--- src/rtl/pipe_hazard_ctrl.sv ---
// Pipeline hazard controller: load-use stalls, taken-branch squash and a
// fixed-length mult/div front-end stall, plus a saturating stall-cycle counter.
module pipe_hazard_ctrl #(
  parameter int unsigned MD_LAT = 32
) (
  input  logic        clk,
  input  logic        rst,
  input  logic [4:0]  id_rs,
  input  logic [4:0]  id_rt,
  input  logic        id_uses_rs,
  input  logic        id_uses_rt,
  input  logic        ex_memread,
  input  logic [4:0]  ex_rt,
  input  logic        branch_taken,
  input  logic        md_start,
  output logic        pc_en,
  output logic        ifid_en,
  output logic        ifid_flush,
  output logic        idex_bubble,
  output logic        md_busy,
  output logic [15:0] stall_count
);

  localparam int unsigned MdCntW = 7;
  localparam int unsigned StallW = 16;

  typedef enum logic [1:0] {
    RUN     = 2'd0,
    LDSTALL = 2'd1,
    MDWAIT  = 2'd2
  } state_e;

  state_e              state_q, state_d;
  logic [MdCntW-1:0]   md_cnt_q, md_cnt_d;
  logic [StallW-1:0]   stall_cnt_q, stall_cnt_d;
  logic                luhaz;

  // Load in EX writes a register the ID instruction reads ($zero never hazards)
  assign luhaz = ex_memread & (ex_rt != 5'd0) &
                 ((id_uses_rs & (id_rs == ex_rt)) | (id_uses_rt & (id_rt == ex_rt)));

  assign stall_count = stall_cnt_q;

  always_ff @(posedge clk) begin
    if (rst) begin
      state_q     <= RUN;
      md_cnt_q    <= '0;
      stall_cnt_q <= '0;
    end else begin
      state_q     <= state_d;
      md_cnt_q    <= md_cnt_d;
      stall_cnt_q <= stall_cnt_d;
    end
  end

  always_comb begin
    state_d     = state_q;
    md_cnt_d    = md_cnt_q;
    pc_en       = 1'b1;
    ifid_en     = 1'b1;
    ifid_flush  = 1'b0;
    idex_bubble = 1'b0;
    md_busy     = 1'b0;

    if (rst) begin
      pc_en       = 1'b0;
      ifid_en     = 1'b0;
      ifid_flush  = 1'b1;
      idex_bubble = 1'b1;
      state_d     = RUN;
    end else begin
      unique case (state_q)
        RUN, LDSTALL: begin
          // LDSTALL already has a bubble in EX, so the hazard is gone
          if (branch_taken) begin
            ifid_flush  = 1'b1;
            idex_bubble = 1'b1;
            state_d     = RUN;
          end else if (luhaz && (state_q == RUN)) begin
            pc_en       = 1'b0;
            ifid_en     = 1'b0;
            idex_bubble = 1'b1;
            state_d     = LDSTALL;
          end else if (md_start) begin
            state_d  = MDWAIT;
            md_cnt_d = MdCntW'(MD_LAT - 1);
          end else begin
            state_d = RUN;
          end
        end
        MDWAIT: begin
          pc_en       = 1'b0;
          ifid_en     = 1'b0;
          idex_bubble = 1'b1;
          md_busy     = 1'b1;
          if (md_cnt_q == '0) begin
            state_d = RUN;
          end else begin
            md_cnt_d = md_cnt_q - MdCntW'(1);
          end
        end
        default: state_d = RUN;
      endcase
    end

    stall_cnt_d = stall_cnt_q;
    if (!rst && !pc_en && (stall_cnt_q != {StallW{1'b1}})) begin
      stall_cnt_d = stall_cnt_q + StallW'(1);
    end
  end

endmodule

--- config.mk ---
export PLATFORM = sky130hd
export DESIGN_NAME = pipe_hazard_ctrl
export DESIGN_NICKNAME = d
export VERILOG_FILES = /design/src/rtl/pipe_hazard_ctrl.sv
export SDC_FILE = /design/constraint.sdc
export NUM_CORES = 1
export LEC_CHECK = 0
export ABC_AREA = 1
export CORE_MARGIN = 3
export CORE_UTILIZATION = 40
export DETAILED_ROUTE_END_ITERATION = 8
export PLACE_DENSITY = 0.67
export SETUP_SLACK_MARGIN = 0.05
export SLEW_MARGIN = 15
export SYNTH_ARGS = -nofsm -noshare
export SYNTH_HDL_FRONTEND = slang
export SYNTH_SLANG_ARGS = --single-unit
--- constraint.sdc ---
create_clock -name clk -period 3.7 [get_ports clk]
set_clock_uncertainty 0.2 [all_clocks]
set_input_delay 0.74 -clock clk [delete_from_list [all_inputs] [get_ports clk]]
set_output_delay 0.74 -clock clk [all_outputs]
set_load 0.02 [all_outputs]
# Yosys cells after proc, flatten, opt, wreduce, memory -nomap -nowiden
# Cells that the tools add are included.
# word_totals
reg_bits	25
wordCells	54
in_bits	22
# classes
n_reduce_logical	11
bitwise_logic	5
addsub	2
n_eq_ne	10
mux	23
# op_table
op	count
two-way mux 7 bit	4
adder 16 x 1 -> 16 bit, second input constant	1
!= test 16 bit, second input constant	1
case mux 7 bit (2 select lines)	1
two-way mux 1 bit	11
equality test 5 bit	2
!= test 2 bit, second input constant	5
two-way mux 2 bit	4
logical NOT 7 bit	1
subtractor 7 x 1 -> 7 bit, second input constant	1
AND reduction 5 bit	1
nonzero test 5 bit	1
bitwise AND 1 bit	4
case mux 1 bit (2 select lines)	2
case mux 2 bit (2 select lines)	1
logical AND 1 bit	3
equality test 2 x 1 -> 1 bit, second input constant	1
equality test 2 bit, second input constant	1
logical NOT 1 bit	2
logical NOT 2 bit	1
nonzero test 2 bit	1
OR reduction 2 bit	1
OR 1 bit	1

# Logic depth before layout (Yosys ltp)
# depth
ltp_word	12
depth_mapped	12

# Worst setup path after synthesis
# No wires, ideal clock.
# synth_timing
kind	input to output
startpoint	in rst
endpoint	out pc_en
n_path_buf	3
arrival_time_ps	1753
setup_slack_ps	1007
cell_stages	6
path_cell_list	clkbuf_1 -> inv_1 -> clkbuf_1 -> nand3_1 -> inv_1 -> buf_4
# synth_between
elab_chain_cells	1
# synth_lines
item	line_no	rtl
start, declared	7	input logic rst,
two-way mux 1 bit	--	
end, declared	16	output logic pc_en,
# No other way between the ends.

# Worst setup path after layout
# layout_timing
startpoint	in ex_rt[1]
endpoint	out idex_bubble
# layout_between
elab_chain_cells	9
word_cells_on_any_way	13
# layout_lines
item	line_no	rtl
start, declared	13	input logic [4:0] ex_rt,
equality test 5 bit	40	((id_uses_rs & (id_rs == ex_rt)) | (id_uses_rt & (id_rt == ex_rt)));
bitwise AND 1 bit	40	
OR 1 bit	40	
bitwise AND 1 bit *	39	assign luhaz = ex_memread & (ex_rt != 5'd0) &
logical AND 1 bit *	79	end else if (luhaz && (state_q == RUN)) begin
two-way mux 1 bit *	79	
two-way mux 1 bit *	75	if (branch_taken) begin
case mux 1 bit (2 select lines) *	72	unique case (state_q)
two-way mux 1 bit *	65	if (rst) begin
end, declared	19	output logic idex_bubble,
# Mark *: on every way between the ends. The rest lies on a longest branch, timed or not.

==> impl_metrics.ini <==
[clock_tree]
clock_path_buffers = 2
cts_setup_buffers = 0
cts_tree = built
cts_buffers = 3
root_buffer = clkbuf_8
clock_latency_ps = 270
clk_pin_slew_ps = 90
cts_max_level = 1
cts_resized = 0
cts.sinks = 25
ctsHoldBuffers = 0

[placement]
portBuffers = 42
place.gp.congestion = 0.7876
place_inst = 355
hpwl_um = 3048

[yosys]
synth_area_um2 = 1785
synth_area_per_cell_um2 = 6.637
synth_async_sr_flop_share_pct = 0
synth_top_area_share_pct = 28.03
synth_common_cells = 63 x nand2_1, 30 x inv_1, 29 x nor2_1
yosys.cell_types.count = 29
yosysMostFrequentCell = nand2_1
synth_ff_type = dfxtp_1
ys_ff_latch = 25
synth_top_area_cell = dfxtp_1
synth_edf_count = 0
ys_warn_count = 0
synth_cells = 269
synth-seq-area-share_pct = 28.03
synth_fp_nets = 294
synth_area_leaders = dfxtp_1 28%, nand2_1 13%, xor2_1 6.9%

[sta]
slew_headroom_pct = 75.17
post-route-period-util_pct = 94.50
fmax_ghz = 0.2860
grt_setup_unrepaired = no
finalMaxSlewViolations = 0
whs_ps = 299.1
hold_violations = 0
setup_viol = 0
fin_tns_setup_ps = 0
min_period_ps = 3497
worst_pin_slew_ps = 371.2

[pwr]
swShare_pct = 29.84
ir_drop_mv = 0.1849
seqPwrFrac_pct = 47.7
p_clk_share_pct = 27.7
intPower_w = 0.0004198
combPwrFrac_pct = 24.7
p_sw_w = 0.0001786
power_density_nw_per_um2 = 262.8
p_leak_nw = 0.9407
total_power_w = 0.0005984

[finish]
drive_above_1_share_pct = 12.30
nNetsFinal = 335
num-fill-cells = 413
layout.cells.non_filler = 359
syn2layout_area_growth_pct = 27.54
n_antenna_cell = 0

[worst_setup_path]
path_delay_family = buffers and inverters
worst_path_max_delay_cell = clkdlybuf4s50_1
crit_top_cell = nand2_1
cp_max_fo = 4
endpoint_kind = primary output
required_ps = 2760
slowest_delay_ps = 610
r2r_start = stall_count[0]
reg2reg_to = stall_count[7]
worst-setup-path-type = in -> out
crit_start = ex_rt[1]
critPathBufInv = 3
crit_chain = clkdlybuf4s50_1 > inv_2 > nand2_1 > nand2_1 > nor2_1 > nand3_1 > nand2_1 > nand2_1 > nand2_1 > nand2_1 > nand3_1 > clkdlybuf4s50_1
reg2reg_slack_ps = 1560
arrival_ps = 2560
startpoint_type = input pin
worst-r2r-cell-count = 11

[route]
first_pass_iters = 4
wirelength_um = 4107
first_iter_violations = 64
via_per_inst = 4.914
ant_nets = 0
wire_per_inst_um = 11.44
drc_errors = 0
vias = 1764

[die]
placementRows = 23
ios = 43
die_area_um2 = 5301
core_area_um2 = 4144
initial_core_util_pct = 43.09
die-width_um = 72.81
dieHeight_um = 72.81

[global_routing]
track_usage_pct = 16.70
grt_pass1_vias = 1679
antenna_found_initial = 0
grt_pass1_wl_um = 7320
grt_max_degree = 21
overflow = 0

[min_path]
worstHoldPathCells = 2
min_from = stall_count[3]
hp-class = reg -> reg
min_to = stall_count[3]

[status]
status = complete, no violations

[flow_run]
maxCapViolations = 0
-- cells by family after synthesis --
group | synth area share (%)
and+or+nand+nor | 40.71
buffers and inverters | 10.86
AOI/OAI and AO/OA | 9.460
DFF | 28.03
xor gates and xnor gates | 8.830
adders and majority gates | 2.103
-- through the flow --
step	setup WS, ps	cell area (um^2)	util (%)
floorplan	1007	1785	-
global placement	198.8	2232	53.86
detailed placement	200.8	2232	53.86
CTS	197.8	2277	54.95
global route	66.02	2277	54.95
finish	203.4	2277	54.95
-- layer usage --
layer	global-route usage [%]	vias up	wire, um
li1	-	944	-
met1	21.95	782	1912
met2	28.16	33	1995
met3	2.755	5	165
met4	4.713	0	33
met5	0	-	0
-- power groups by stage --
| stage | registers [W] | logic, W | clock network [W] |
|---|---|---|---|
| after floorplan | 0.000291 | 0.0000990 | 0 |
| after global placement | 0.000292 | 0.000147 | 0 |
| after detailed placement | 0.000291 | 0.000148 | 0 |
| after CTS | 0.000285 | 0.000149 | 0.000173 |
| after global routing | 0.000287 | 0.000166 | 0.000182 |
| final | 0.000285 | 0.000148 | 0.000166 |
-- flip-flops by register name (all words and copies together), names as in the netlist --
name / count
md_cnt_q: 7
stall_count: 16
state_q: 2
-- worst reg2reg max path, stage by stage, from the launching register on --
cell     delay [ps]
dfxtp_1         410
ha_1            210
nand2_1          90
inv_1            80
nand2_2         100
nor2_4          120
nand2_2          70
nor3_4          150
nand2_4         170
nand3_4         270
nand2_1         110
a21oi_2         120
-- final cells by class --
| cell class | instances | area (um^2) | share of cell area (%) |
|---|---|---|---|
| Inverter | 36 | 135.1 | 5.934 |
| Tap cell | 50 | 62.56 | 2.747 |
| Clock buffer | 4 | 45.04 | 1.978 |
| Multi-Input combinational cell | 199 | 1091 | 47.91 |
| Sequential cell | 25 | 500.5 | 21.98 |
| Timing Repair Buffer | 45 | 442.9 | 19.45 |
-- worst max path at each step --
stage / end / slack, ps / depth (start not counted)
3_5_place_dp: idex_bubble / 200 / 12
5_1_grt: idex_bubble / 70 / 12
4_1_cts: idex_bubble / 200 / 12
3_3_place_gp: idex_bubble / 200 / 12
6_report: idex_bubble / 200 / 12
2_1_floorplan: pc_en / 1010 / 6
-- layout by cell type, fill, tap and decap left out, drive strengths merged, types with 2 or more instances in the layout --
cell type,n
nand2,74
clkdlybuf4s50,42
inv,35
nor2,32
dfxtp,25
a21oi,21
nand3,20
nand4,18
xor2,14
o21ai,4
xnor2,4
nor3,4
clkbuf,4
ha,3
buf,3
nand3b,2
Note: power is estimated with default switching activity, not from simulation.
